File: src/rtl/spi_master_mcs.sv
// Multi-chip-select SPI master: one shift engine, per-transaction mode, length, divider and CS hold.
// Requests are accepted in IDLE or HELD; o_done pulses as the word completes.
module spi_master_mcs #(
  parameter  int SPI_CLOCK_DIVIDER_WIDTH = 5,
  parameter  int SPI_DATA_WIDTH          = 32,
  parameter  int CS_COUNT                = 4,
  localparam int CS_SEL_WIDTH            = (CS_COUNT > 1) ? $clog2(CS_COUNT) : 1,
  localparam int BIT_COUNT_WIDTH         = $clog2(SPI_DATA_WIDTH + 1)
) (
  input  logic                               i_clock,
  input  logic                               i_reset,
  input  logic                               i_valid,
  output logic                               o_ready,
  input  logic [CS_SEL_WIDTH-1:0]            i_cs_select,
  input  logic [BIT_COUNT_WIDTH-1:0]         i_bit_count,
  input  logic                               i_hold_cs,
  input  logic                               i_clock_polarity,
  input  logic                               i_clock_phase,
  input  logic [SPI_CLOCK_DIVIDER_WIDTH-1:0] i_spi_clock_divider,
  input  logic [SPI_DATA_WIDTH-1:0]          i_data_in,
  output logic [SPI_DATA_WIDTH-1:0]          o_data_out,
  output logic                               o_done,
  output logic                               o_busy,
  output logic [CS_COUNT-1:0]                o_spi_cs_n,
  output logic                               o_spi_clock,
  output logic                               o_spi_mosi,
  input  logic                               i_spi_miso
);

  localparam int DW = SPI_DATA_WIDTH;
  localparam int CW = SPI_CLOCK_DIVIDER_WIDTH;
  localparam int BW = BIT_COUNT_WIDTH;

  typedef enum logic [2:0] {
    S_IDLE, S_SETUP, S_SHIFT, S_HOLD, S_GAP, S_HELD, S_RELEASE
  } state_t;

  state_t                  state_q, state_d;
  logic                    ready_en_q;
  logic [CS_SEL_WIDTH-1:0] cs_sel_q;
  logic                    cpol_q, cpha_q, hold_q, pend_q;
  logic [CW-1:0]           div_q, hp_cnt_q;
  logic [BW-1:0]           n_q, bit_cnt_q;
  logic                    phase_q, sample_q;
  logic [DW-1:0]           tx_q, rx_q, data_out_q;
  logic                    done_q, sclk_q, mosi_q, miso_s1, miso_s2;
  logic                    cs_active;

  logic          accept, hp_last, last_bit, spi_edge, same_mode;
  logic [BW-1:0] n_in;
  logic [CW-1:0] div_in;
  logic [DW-1:0] aligned;

  assign accept    = i_valid && o_ready;
  assign hp_last   = (hp_cnt_q == div_q - CW'(1));
  assign last_bit  = (bit_cnt_q == n_q);
  assign spi_edge  = hp_last && ((state_q == S_SETUP) || (state_q == S_SHIFT && !last_bit));
  assign same_mode = (i_cs_select == cs_sel_q) && (i_clock_polarity == cpol_q) &&
                     (i_clock_phase == cpha_q);
  assign n_in      = (i_bit_count == '0) ? BW'(DW) : i_bit_count;
  assign div_in    = (i_spi_clock_divider == '0) ? CW'(1) : i_spi_clock_divider;
  // Left-align the word so the next MOSI bit is always the MSB of tx_q.
  assign aligned   = i_data_in << (BW'(DW) - n_in);

  // NOTE: non-blocking assignments so every register sees pre-edge values.
  always_ff @(posedge i_clock or posedge i_reset) begin
    if (i_reset) state_q <= S_IDLE;
    else         state_q <= state_d;
  end

  // NOTE: default assignment first so no path leaves state_d unassigned (no latch).
  always_comb begin
    state_d = state_q;
    case (state_q)
      S_IDLE:    if (accept)  state_d = S_SETUP;
      S_SETUP:   if (hp_last) state_d = S_SHIFT;
      S_SHIFT:   if (hp_last && last_bit) state_d = S_HOLD;
      S_HOLD:    if (hp_last) state_d = hold_q ? S_HELD : S_GAP;
      S_GAP:     if (hp_last) state_d = pend_q ? S_SETUP : S_IDLE;
      S_HELD:    if (accept)  state_d = same_mode ? S_SETUP : S_RELEASE;
      S_RELEASE: state_d = S_GAP;
      default:   state_d = S_IDLE;
    endcase
  end

  always_comb begin
    o_ready   = 1'b0;
    o_busy    = 1'b0;
    cs_active = 1'b0;
    case (state_q)
      S_IDLE:                  o_ready = ready_en_q;
      S_HELD:                  begin o_ready = ready_en_q; cs_active = 1'b1; end
      S_SETUP, S_SHIFT, S_HOLD: begin o_busy = 1'b1; cs_active = 1'b1; end
      default:                 o_busy = 1'b1;
    endcase
    o_spi_cs_n = '1;
    for (int i = 0; i < CS_COUNT; i++)
      if (cs_active && cs_sel_q == CS_SEL_WIDTH'(i)) o_spi_cs_n[i] = 1'b0;
  end

  assign o_spi_clock = sclk_q;
  assign o_spi_mosi  = mosi_q;
  assign o_data_out  = data_out_q;
  assign o_done      = done_q;

  always_ff @(posedge i_clock or posedge i_reset) begin
    if (i_reset) begin
      ready_en_q <= 1'b0;  cs_sel_q <= '0;   cpol_q <= 1'b0;   cpha_q <= 1'b0;
      hold_q     <= 1'b0;  pend_q   <= 1'b0; div_q  <= CW'(1); hp_cnt_q <= '0;
      n_q        <= '0;    bit_cnt_q <= '0;  phase_q <= 1'b0;  sample_q <= 1'b0;
      tx_q       <= '0;    rx_q     <= '0;   data_out_q <= '0; done_q <= 1'b0;
      sclk_q     <= 1'b0;  mosi_q   <= 1'b0; miso_s1 <= 1'b0;  miso_s2 <= 1'b0;
    end else begin
      ready_en_q <= 1'b1;
      miso_s1    <= i_spi_miso;
      miso_s2    <= miso_s1;
      done_q     <= 1'b0;
      sample_q   <= 1'b0;
      if (state_q inside {S_SETUP, S_SHIFT, S_HOLD, S_GAP} && !hp_last)
        hp_cnt_q <= hp_cnt_q + CW'(1);
      else
        hp_cnt_q <= '0;
      // Capture one cycle after the sampling edge to absorb the MISO synchroniser delay.
      if (sample_q) rx_q <= {rx_q[DW-2:0], miso_s2};

      if (accept) begin
        cs_sel_q  <= i_cs_select;
        cpol_q    <= i_clock_polarity;
        cpha_q    <= i_clock_phase;
        hold_q    <= i_hold_cs;
        div_q     <= div_in;
        n_q       <= n_in;
        pend_q    <= (state_q == S_HELD) && !same_mode;
        bit_cnt_q <= '0;
        phase_q   <= 1'b0;
        rx_q      <= '0;
        sclk_q    <= i_clock_polarity;
        if (i_clock_phase) begin
          tx_q <= aligned;
        end else begin
          mosi_q <= aligned[DW-1];
          tx_q   <= aligned << 1;
        end
      end else if (spi_edge) begin
        sclk_q <= ~sclk_q;
        if (!phase_q) begin
          phase_q <= 1'b1;
          if (cpha_q) begin
            mosi_q <= tx_q[DW-1];
            tx_q   <= tx_q << 1;
          end else begin
            sample_q <= 1'b1;
          end
        end else begin
          phase_q   <= 1'b0;
          bit_cnt_q <= bit_cnt_q + BW'(1);
          if (cpha_q) begin
            sample_q <= 1'b1;
          end else if (bit_cnt_q != n_q - BW'(1)) begin
            mosi_q <= tx_q[DW-1];
            tx_q   <= tx_q << 1;
          end
        end
      end

      if (state_q == S_HOLD && hp_last) begin
        data_out_q <= rx_q;
        done_q     <= 1'b1;
      end
      if (state_q == S_GAP && hp_last) pend_q <= 1'b0;
    end
  end

endmodule
File: config.mk
export PLATFORM = sky130hd
export DESIGN_NAME = spi_master_mcs
export DESIGN_NICKNAME = d
export VERILOG_FILES = /design/src/rtl/spi_master_mcs.sv
export SDC_FILE = /design/constraint.sdc
export NUM_CORES = 1
export LEC_CHECK = 0
export ABC_AREA = 1
export CAP_MARGIN = 20
export CELL_PAD_IN_SITES_DETAIL_PLACEMENT = 1
export CELL_PAD_IN_SITES_GLOBAL_PLACEMENT = 1
export CORE_UTILIZATION = 30
export CTS_CLUSTER_DIAMETER = 60
export DETAILED_ROUTE_END_ITERATION = 8
export GPL_ROUTABILITY_DRIVEN = 0
export PLACE_DENSITY_LB_ADDON = 0.15
export SKIP_CTS_REPAIR_TIMING = 1
export SLEW_MARGIN = 15
export SYNTH_ARGS = -nofsm -noshare
export SYNTH_HDL_FRONTEND = slang
export SYNTH_SLANG_ARGS = --single-unit
File: constraint.sdc
create_clock -name i_clock -period 8.5 [get_ports i_clock]
set_input_delay 1.7 -clock i_clock [delete_from_list [all_inputs] [get_ports i_clock]]
set_output_delay 1.7 -clock i_clock [all_outputs]
set_load 0.02 [all_outputs]
==> summary.md <==
| Metric | Value |
|---|---|
| Outcome | finished, final reports clean |
| Starting Density | 30.6% |
| F_max | about 200 MHz |
| Max Buffers Root-to-Sink | 2 |
| Vias in the first global route | about 9,000 |
| First-pass GRT wire length | 46,100 µm |
| Post-Place Worst Slack | approximately 2.9 ns |
| RR Endpoint | o_spi_mosi |
| Detailed-route wire length per cell | between 15 and 20 µm |
| Worst path max stage delay | between 0.4 and 0.5 ns |
| Drt total wl | 26,800 µm |
| Count of cell types in the netlist | 39 |
| Inserted Diodes | 0 |
| Worst-path cell chain | clkdlybuf4s50_1 > buf_4 > inv_1 > ha_1 > nand3_4 > nand2_4 > nand3_1 > nand2_1 > nand2_2 > nand3_1 > nor2_1 > nand2_1 > nand4_1 > o21ai_1 > inv_1 |
| Post-synthesis mux area share | 0% |
| Max-slew violations | 0 |
| Max cap viols | 0 |
| Row count | between 60 and 70 |
| Worst setup path class | input port to register |
| Synth area leader | dfrtp_1 |
| Post-synth top area share | 38.2% |
| Clk root buf | clkbuf_16 |
| R2R setup slack | 5.27 ns |
| Crit end category | register |
| Xor/xnor share of the synthesized area | 2.58% |
| Die Span Y | about 170 µm |
| GRT Util Overall | roughly a fifth |
| CP max-delay cell | nand2_2 |
| Power Total | 2840 µW |
| Syn Std Cell Area | around 9000 µm² |
| Complex-gate fraction of the synthesized area | 9.23% |
| Worst-margin pin slew | around 1 ns |
| Crit Reg-Reg Startpoint | div_q[0] |
| Slew Limit Headroom | between 30% and 40% |
| Final setup fails | 0 |
| CTS H-tree depth | 4 |
| Ys flop type | dfrtp_1 |
| Worst-path maximum fanout | 50 |
| Boundary pin count | a little over 90 |
| Drt initial violations | 440 |
| Die W | 173 µm |
| Post-synthesis simple-gate area fraction | 37.7% |
| Hpwl dp | 18,600 µm |
| Leak | 0.00506 µW |
| Final worst path period share | 60.4% |
| Worst skew pair latency | 0.42 ns |
| Sequential area share after synthesis | 38.5% |
| Worst Path Arrival | about 5.5 ns |
| Layout Nets | 1,378 |
| Largest net degree at the start of global routing | 93 |
| HP Class | register to register |
| Hold path depth | 0 |
| Critical path startpoint category | input port |
| Post-Synth Adder-Cell Area | less than 1% |
| Post-route setup slack | 3.37 ns |
| Required time worst endpoint | 8.86 ns |
| Mapped Cells | 1,272 |
| Hold path start | miso_s1 |
| Final Hold Viols | 0 |
| Port buffer count | 92 |
| Avg Vias per Cell | 4.94 |
| Initial antenna violation count | 0 |
| Count leader, synth | nand3_1 |
| Die area | 29,900 µm² |
| Clock-pin slew on the worst setup and hold paths | 0.06 ns |
| Core area | 28,700 µm² |
| Synth-to-layout area growth | 19.7% |
| DR pass1 iterations | 4 |
| Largest family of logic cells by synthesized area | simple AND/OR/NAND/NOR gates |
| Leading cell types by count after synthesis | nand3_1 (306), nand2_1 (267), inv_1 (152) |
| Hold endpoint | miso_s2 |
| Yosys warning count | 0 |
| Design Area, Final | approximately 10,000 µm² |
| Most area-consuming cells after synthesis | dfrtp_1 (38%), nand3_1 (17%), nand2_1 (11%) |
| R2r worst-path depth | 13 |
| CTS tree | yes |
| Asr flop ratio synth | 100% |
| #FFs+latches synth | 135 |
| Vias | 8,479 |
| Pwr/cell area | 271 nW/µm² |
| Placed cell areas | 9900 µm² |
| Gr ovfl total | 0 |
| Clock sinks | 135 |
| Synthesized area per cell | 6.90 µm² |
| Fin crit period | about 5 ns |
| Syn Nets | around 1,300 |
| Setup TNS | 0 ns |
| Max VDD drop | 0.145 mV |
| Core Util, Final | about 37% |
| Share of cells above drive strength 1 | 7.43% |
| RSZ-0062 raised after global routing | no |
| Detailed-route DRC error count | 0 |
| DRT antenna net count | 0 |
| Clock Skews | 0.0105 ns |
| Number of synthesized flops with an enable pin | 0 |
| Total CTS buffers | 17 |
==> cells in the final DEF, fill, tap and decap left out, types with 7 or more instances in the layout <==
cell type,synthesis,final
a21oi_1,18,18
a31oi_1,32,32
and2_1,7,7
buf_4,4,8
clkbuf_16,0,17
clkdlybuf4s50_1,0,92
dfrtp_1,134,134
ha_1,7,7
inv_1,152,151
inv_2,7,7
nand2_1,267,267
nand2_2,8,8
nand3_1,306,306
nor2_1,81,80
nor3_1,7,7
o21ai_0,86,86
or2_2,27,27
xnor2_1,14,14
xor2_1,10,10
==> registers in the layout, indices dropped and copies added, names as in the netlist, 2 cells and up <==
register,count
bit_cnt_q,6
cs_sel_q,2
div_q,5
hp_cnt_q,5
n_q,6
o_data_out,32
rx_q,32
state_q,3
tx_q,32
==> through the flow <==
stage | hold WS [ns] | cells
after CTS | 0.352 | 1715
final | 0.350 | 1716
after global placement | 0.336 | 1682
after floorplan | 0.331 | 1272
after detailed placement | 0.339 | 1683
after global routing | 0.368 | 1716
==> logic make-up after synthesis <==
family / count (synthesis)
other cells: 1
buf+inv: 234
xor+xnor: 25
fa+ha+maj: 7
simple gates: 722
flops: 135
compound gates: 148
==> critical path: cells and delay by family <==
family | cells | cell delay [ns]
and+or+nand+nor | 9 | 2.34
buffers and inverters | 4 | 1.03
adders and majority gates | 1 | 0.29
AOI/OAI and AO/OA | 1 | 0.08
==> worst max path at each step <==
stage                   start            to  slack, ns  cells after the start
4_1_cts        i_bit_count[0]       tx_q[5]       3.35                     15
3_3_place_gp   i_bit_count[0]       tx_q[5]       3.00                     15
5_1_grt        i_bit_count[0]       tx_q[5]       2.98                     15
6_report       i_bit_count[0]       tx_q[5]       3.37                     15
3_5_place_dp   i_bit_count[0]       tx_q[5]       2.91                     15
2_1_floorplan         i_reset  bit_cnt_q[0]       3.19                      1
==> cell type report <==
class,count,area (µm²)
Inverter,160,608
Timing Repair Buffer,102,1020
Tap cell,384,480
Clock buffer,22,474
Multi-Input combinational cell,903,4440
Sequential cell,135,3380
Fill cell,3634,18200
Clock inverter,10,95.1
==> where the power goes <==
part	switching, µW	internal, µW	leakage [µW]
Sequential	137	854	0.00177
Combinational	675	462	0.00303
Clock	290	426	0.000265
==> routing by layer <==
metal  track usage, %  vias to the layer above  routed length, µm
met5                0                        -                  0
met4             6.38                        0                540
met3             2.66                       34                615
met2             31.8                      110              12800
met1             24.6                     4097              12900
li1                 -                     4238                  -
Power figures use the tool's default switching activity.
